File: src/rtl/gpr_arb_pkg.sv
// Shared constants and helpers for the GPR writeback arbiter.
//   N_REQ_DEFAULT : default number of writeback requesters
//   REG_ZERO      : hardwired-zero register (writes to it are meaningless)
//   REG_OVF       : register whose bit 0 the file sets on an overflow entry
//   onehot_dec    : address -> one-hot register decode, sized for the widest
//                   supported address; callers truncate to 2**AW bits.
package gpr_arb_pkg;

    localparam int         N_REQ_DEFAULT = 3;
    localparam logic [4:0] REG_ZERO      = 5'd0;
    localparam logic [4:0] REG_OVF       = 5'd30;

    localparam int AW_MAX  = 8;
    localparam int DEC_MAX = 1 << AW_MAX;

    function automatic logic [DEC_MAX-1:0] onehot_dec(input logic [AW_MAX-1:0] addr);
        logic [DEC_MAX-1:0] v;
        v       = '0;
        v[addr] = 1'b1;
        return v;
    endfunction

endpackage

File: src/rtl/gpr_wb_arbiter_rr_picker.sv
// Combinational round-robin picker.
//   req       : request vector, one bit per requester
//   ptr       : highest-priority index for this cycle
//   grant     : one-hot grant (zero when nothing requests)
//   grant_idx : binary index of the granted requester
//   any_grant : at least one request present
// The request vector is duplicated so a search starting at ptr can wrap
// without modular arithmetic: bits below ptr in the lower copy are masked,
// and the lowest surviving bit of the double-width vector is the winner.
module rr_picker #(
    parameter int N  = 3,
    parameter int PW = $clog2(N)
) (
    input  logic [N-1:0]  req,
    input  logic [PW-1:0] ptr,
    output logic [N-1:0]  grant,
    output logic [PW-1:0] grant_idx,
    output logic          any_grant
);

    localparam int W2 = 2 * N;

    logic [W2-1:0] dbl;
    logic [W2-1:0] below;
    logic [W2-1:0] masked;
    int            sel;

    always_comb begin
        dbl    = {req, req};
        below  = (W2'(1) << ptr) - W2'(1);
        masked = dbl & ~below;
        sel    = 0;
        // Descending scan: the last hit written is the lowest set bit.
        for (int j = W2 - 1; j >= 0; j--) begin
            if (masked[j]) sel = j;
        end
        any_grant = |req;
        grant_idx = (sel >= N) ? PW'(sel - N) : PW'(sel);
        grant     = any_grant ? (N'(1) << grant_idx) : '0;
    end

endmodule

File: src/rtl/gpr_wb_arbiter.sv
// Register-file write-port arbiter.
// Each writeback source owns a 1-entry holding slot; a round-robin picker
// moves one slot per cycle into a registered stage that drives the register
// file write controls directly.
//   clk, reset        : clock, async active-high reset
//   req_valid/ready   : per-requester handshake into the holding slots
//   req_addr/data/ovf : flattened per-requester write payload
//   reg_write_out, write_reg_out, write_data_out, overflow_out : write port
//   pending_mask      : registers with a write still in flight (bit 0 never)
//   busy              : any slot or the write stage is occupied
module gpr_wb_arbiter
    import gpr_arb_pkg::*;
#(
    parameter int N_REQ = N_REQ_DEFAULT,
    parameter int AW    = 5,
    parameter int DW    = 32
) (
    input  logic                  clk,
    input  logic                  reset,
    input  logic [N_REQ-1:0]      req_valid,
    input  logic [N_REQ*AW-1:0]   req_addr,
    input  logic [N_REQ*DW-1:0]   req_data,
    input  logic [N_REQ-1:0]      req_ovf,
    output logic [N_REQ-1:0]      req_ready,
    output logic                  reg_write_out,
    output logic [AW-1:0]         write_reg_out,
    output logic [DW-1:0]         write_data_out,
    output logic                  overflow_out,
    output logic [(1<<AW)-1:0]    pending_mask,
    output logic                  busy
);

    localparam int PW   = $clog2(N_REQ);
    localparam int NREG = 1 << AW;

    logic [N_REQ-1:0]         slot_valid;
    logic [N_REQ-1:0]         slot_ovf;
    logic [N_REQ-1:0][AW-1:0] slot_addr;
    logic [N_REQ-1:0][DW-1:0] slot_data;

    logic [N_REQ-1:0][AW-1:0] addr_in;
    logic [N_REQ-1:0][DW-1:0] data_in;
    logic [N_REQ-1:0]         load;

    logic [PW-1:0]            rr_ptr;
    logic [N_REQ-1:0]         grant;
    logic [PW-1:0]            grant_idx;
    logic                     any_grant;
    logic [NREG-1:0]          pm;

    rr_picker #(.N(N_REQ), .PW(PW)) u_picker (
        .req       (slot_valid),
        .ptr       (rr_ptr),
        .grant     (grant),
        .grant_idx (grant_idx),
        .any_grant (any_grant)
    );

    // A slot being drained this cycle can take a new entry on the same edge.
    assign req_ready = ~slot_valid | grant;

    // Writes to r0 without overflow have no architectural effect: handshake
    // them but never occupy a slot.
    always_comb begin
        for (int i = 0; i < N_REQ; i++) begin
            addr_in[i] = req_addr[i*AW +: AW];
            data_in[i] = req_data[i*DW +: DW];
            load[i]    = req_valid[i] & req_ready[i]
                       & ((addr_in[i] != AW'(REG_ZERO)) | req_ovf[i]);
        end
    end

    always_ff @(posedge clk or posedge reset) begin
        if (reset) begin
            slot_valid <= '0;
            slot_ovf   <= '0;
            slot_addr  <= '0;
            slot_data  <= '0;
        end else begin
            for (int i = 0; i < N_REQ; i++) begin
                if (load[i]) begin
                    slot_valid[i] <= 1'b1;
                    slot_addr[i]  <= addr_in[i];
                    slot_data[i]  <= data_in[i];
                    slot_ovf[i]   <= req_ovf[i];
                end else if (grant[i]) begin
                    slot_valid[i] <= 1'b0;
                end
            end
        end
    end

    // Write stage: enable/overflow pulse per grant, address/data hold when idle.
    always_ff @(posedge clk or posedge reset) begin
        if (reset) begin
            rr_ptr         <= '0;
            reg_write_out  <= 1'b0;
            write_reg_out  <= '0;
            write_data_out <= '0;
            overflow_out   <= 1'b0;
        end else begin
            reg_write_out <= any_grant;
            overflow_out  <= any_grant & slot_ovf[grant_idx];
            if (any_grant) begin
                write_reg_out  <= slot_addr[grant_idx];
                write_data_out <= slot_data[grant_idx];
                rr_ptr         <= (grant_idx == PW'(N_REQ - 1)) ? '0 : grant_idx + 1'b1;
            end
        end
    end

    always_comb begin
        pm = '0;
        for (int i = 0; i < N_REQ; i++) begin
            if (slot_valid[i]) begin
                pm = pm | NREG'(onehot_dec(AW_MAX'(slot_addr[i])));
                if (slot_ovf[i]) pm = pm | NREG'(onehot_dec(AW_MAX'(REG_OVF)));
            end
        end
        if (reg_write_out) begin
            pm = pm | NREG'(onehot_dec(AW_MAX'(write_reg_out)));
            if (overflow_out) pm = pm | NREG'(onehot_dec(AW_MAX'(REG_OVF)));
        end
        // r0 is never a real hazard, even for an overflow-only entry.
        pm[0] = 1'b0;
    end

    assign pending_mask = pm;
    assign busy         = (|slot_valid) | reg_write_out;

endmodule

File: config.mk
export PLATFORM = sky130hd
export DESIGN_NAME = gpr_wb_arbiter
export DESIGN_NICKNAME = d
export VERILOG_FILES = /design/src/rtl/gpr_arb_pkg.sv /design/src/rtl/gpr_wb_arbiter_rr_picker.sv /design/src/rtl/gpr_wb_arbiter.sv
export SDC_FILE = /design/constraint.sdc
export NUM_CORES = 1
export LEC_CHECK = 0
export CORE_UTILIZATION = 54
export CTS_CLUSTER_DIAMETER = 80
export DETAILED_ROUTE_END_ITERATION = 10
export HOLD_SLACK_MARGIN = 0.1
export PLACE_DENSITY = 0.86
export SYNTH_ARGS = -nofsm -noshare
export SYNTH_HDL_FRONTEND = slang
export SYNTH_SLANG_ARGS = --single-unit
File: constraint.sdc
create_clock -name clk -period 8.85 [get_ports clk]
set_clock_uncertainty 0.05 [all_clocks]
set_input_delay 1.3275 -clock clk [delete_from_list [all_inputs] [get_ports clk]]
set_output_delay 1.3275 -clock clk [all_outputs]
set_load 0.02 [all_outputs]
==> summary.md <==
| Metric | Value |
|---|---|
| Fin nets | `around 960` |
| Synth Flop Type | `dfrtp_1` |
| Worst hold slack | `roughly 430 ps` |
| CP startpoint kind | `flip-flop` |
| Status | `finished clean` |
| Share of flip-flops with an asynchronous set or reset | `between 90% and 100%` |
| DR pass1 iterations | `6` |
| Aggregate routed wire length | `~24000 um` |
| Syn_nets | `between 700 and 800` |
| Syn Area/Cell | `11.6 um^2` |
| Worst setup endpoint | `req_ready[0]` |
| Fin crit share | `between 60 and 70%` |
| DR iter-0 viols | `about 800` |
| RSZ-0062 raised after global routing | `false` |
| TritonCTS clock tree | `built` |
| Initial antenna violation count | `0` |
| Setup crit end kind | `output pin` |
| Relative slew slack | `between 10% and 20%` |
| Setup bufs post-CTS | `0` |
| Synth Cell Area | `approximately 7800 um^2` |
| Reg-to-Reg End | `write_data_out[11]$_DFFE_PP0P_` |
| Final period demand of the worst path | `5700 ps` |
| GRT Residual Overflow | `0` |
| Die area | `between 15000 and 20000 um^2` |
| Antenna Cells | `0` |
| Slew @ Worst Pin | `around 1300 ps` |
| R2r setup slk | `between 4000 and 5000 ps` |
| Reg2Reg Launch Point | `slot_valid[1]$_DFFE_PP0P_` |
| Synth unique cells | `53` |
| Vias in the first global route | `a little under 7000` |
| Worst-Skew Late Latency | `between 400 and 500 ps` |
| Max VDD drop | `around 0.00025 V` |
| Largest net degree at the start of global routing | `just over 80` |
| TNS Setup | `0 ps` |
| ANT nets after route | `0` |
| Sequential area share after synthesis | `just over 50%` |
| Die height | `approximately 120 um` |
| # IOs | `between 150 and 200` |
| Critical Path RT | `around 7500 ps` |
| Dpl hpwl | `15800 um` |
| WS Path Type | `flip-flop to output pin` |
| DRC Markers | `0` |
| Max-Cap Viols | `0` |
| Crit Path Max Fanout | `14` |
| Pleak | `0.00426 uW` |
| Total Power | `between 4000 and 5000 uW` |
| Wire per inst | `approximately 23 um` |
| Starting Density | `between 50% and 60%` |
| Pwr Density | `about 460 nW/um^2` |
| Syn-to-layout area delta | `33.0%` |
| # port buffers | `about 190` |
| FILL cells | `~910` |
| Post-cts hold buffer count | `0` |
| Resized Gates After CTS | `0` |
| Core area | `about 14000 um^2` |
| Hold Fails Final Rpt | `0` |
| Std-Cell Rows | `between 40 and 50` |
| EDFF count, synth | `0` |
| Final setup vio count | `0` |
| HP Class | `flip-flop to flip-flop` |
| Clk pin slew, worst setup/hold paths | `~60 ps` |
| First-pass GRT wire length | `~37000 um` |
| Ys Warns | `0` |
| Die X | `between 100 and 150 um` |
| CP arrival | `about 4300 ps` |
| CTS Buf Count | `17` |
| Vias after detailed routing | `6617` |
| Clock sinks | `158` |
| GPL Wtd Cong | `slightly above 0.9` |
| All-Layer GR Usage | `between 30% and 40%` |
| Gate Count Post-Synth | `673` |
| Slew Limit Fails | `0` |
| Vias per std cell | `approximately 6.4` |
| Multi-input logic area | `~3600 um^2` |
| R2r worst-path depth | `11` |
| Clock Tree Buf Depth | `2` |
| Layout cells sized above 1 | `about a fifth` |
| Max frequency | `between 150 and 200 MHz` |
| Crit. Startpoint | `slot_valid[1]$_DFFE_PP0P_` |
| Seq. cell area | `about 4000 um^2` |
| # H-tree levels | `4` |
| Register bit total from synthesis | `between 150 and 200` |
| Utilization after layout | `between 70% and 80%` |
| Root buffer cell | `clkbuf_16` |
## placed cells by master, fill, tap and decap left out, types with 17 or more instances in the layout
cell,n
a221o_1,19
o2bb2ai_1,27
nand2_1,40
clkdlybuf4s50_1,192
a221oi_1,28
nor2_1,54
mux2_2,89
a22oi_1,23
dfrtp_1,158
clkbuf_16,17
o221ai_1,19
## sequential cells by signal (all words and copies together), names as in the netlist
name,flops
slot_ovf,3
write_reg_out,5
rr_ptr,2
slot_data,96
overflow_out,1
slot_valid,3
slot_addr,15
reg_write_out,1
write_data_out,32
## how the worst min path moves through the flow
stage,startpoint,to,depth (start not counted)
after floorplan,slot_data[78]$_DFFE_PP0P_,write_data_out[14]$_DFFE_PP0P_,1
after detailed placement,slot_data[89]$_DFFE_PP0P_,write_data_out[25]$_DFFE_PP0P_,1
after global placement,slot_data[90]$_DFFE_PP0P_,write_data_out[26]$_DFFE_PP0P_,1
final,slot_data[79]$_DFFE_PP0P_,write_data_out[15]$_DFFE_PP0P_,1
after global routing,slot_data[86]$_DFFE_PP0P_,write_data_out[22]$_DFFE_PP0P_,1
after CTS,slot_data[79]$_DFFE_PP0P_,write_data_out[15]$_DFFE_PP0P_,1
## worst max-delay path: stages, from the launching register on
cell and delay [ps]:
dfrtp_1 650, inv_1 250, a21oi_1 290, nor4_4 80, inv_1 80, ha_1 280, a21oi_1 100, or2_2 320
a31oi_1 840, or3b_1 300, clkdlybuf4s50_1 700
## Yosys cell counts, drive strengths merged, types with 10 or more instances
library cell | count | share of area (%)
a21oi | 16 | 1.0
nand2 | 40 | 1.9
clkbuf | 30 | 1.4
dfrtp | 158 | 50
inv | 10 | 0.48
o221ai | 19 | 2.1
o21ai | 11 | 0.70
o2bb2ai | 27 | 3.0
a221o | 19 | 2.4
mux2 | 105 | 16
a221oi | 28 | 3.1
nand3b | 13 | 1.2
nor2 | 55 | 2.6
buf | 25 | 2.1
a22oi | 23 | 2.2
## stage by stage
step,std cells,area (um^2),setup WS [ps]
4_1_cts,1028,10400,3160
6_report,1028,10400,3150
3_5_place_dp,996,9770,3650
3_3_place_gp,996,9770,3740
5_1_grt,1028,10400,2850
2_1_floorplan,673,7840,3210
## cells by family after synthesis
kind of cell               share of synthesized area (%)
and+or+nand+nor                                     11.3
DFF                                                 50.4
muxes                                               16.1
adders and majority gates                          0.160
buffers and inverters                               4.02
AOI/OAI and AO/OA                                   17.9
other                                             0.0478
## area by class of cell
class	count	area share [%]
inverter	10	0.408
multi-input combinational	450	34.4
clock inverter	11	1.69
tap	180	2.16
timing repair buffer	198	18.9
sequential	158	37.9
clock buffer	21	4.51
## power breakdown
part	internal, uW	leakage [uW]	switching, uW
combinational	1180	0.00207	1320
clock	499	0.000315	296
sequential	1120	0.00187	360
## layer usage
metal	wire, um	global-route usage [%]
met3	1800	9.06
met4	408	11.1
met5	0	0
met1	9380	39.1
met2	12200	55.9
No activity file was read; power rests on OpenSTA's default activity.
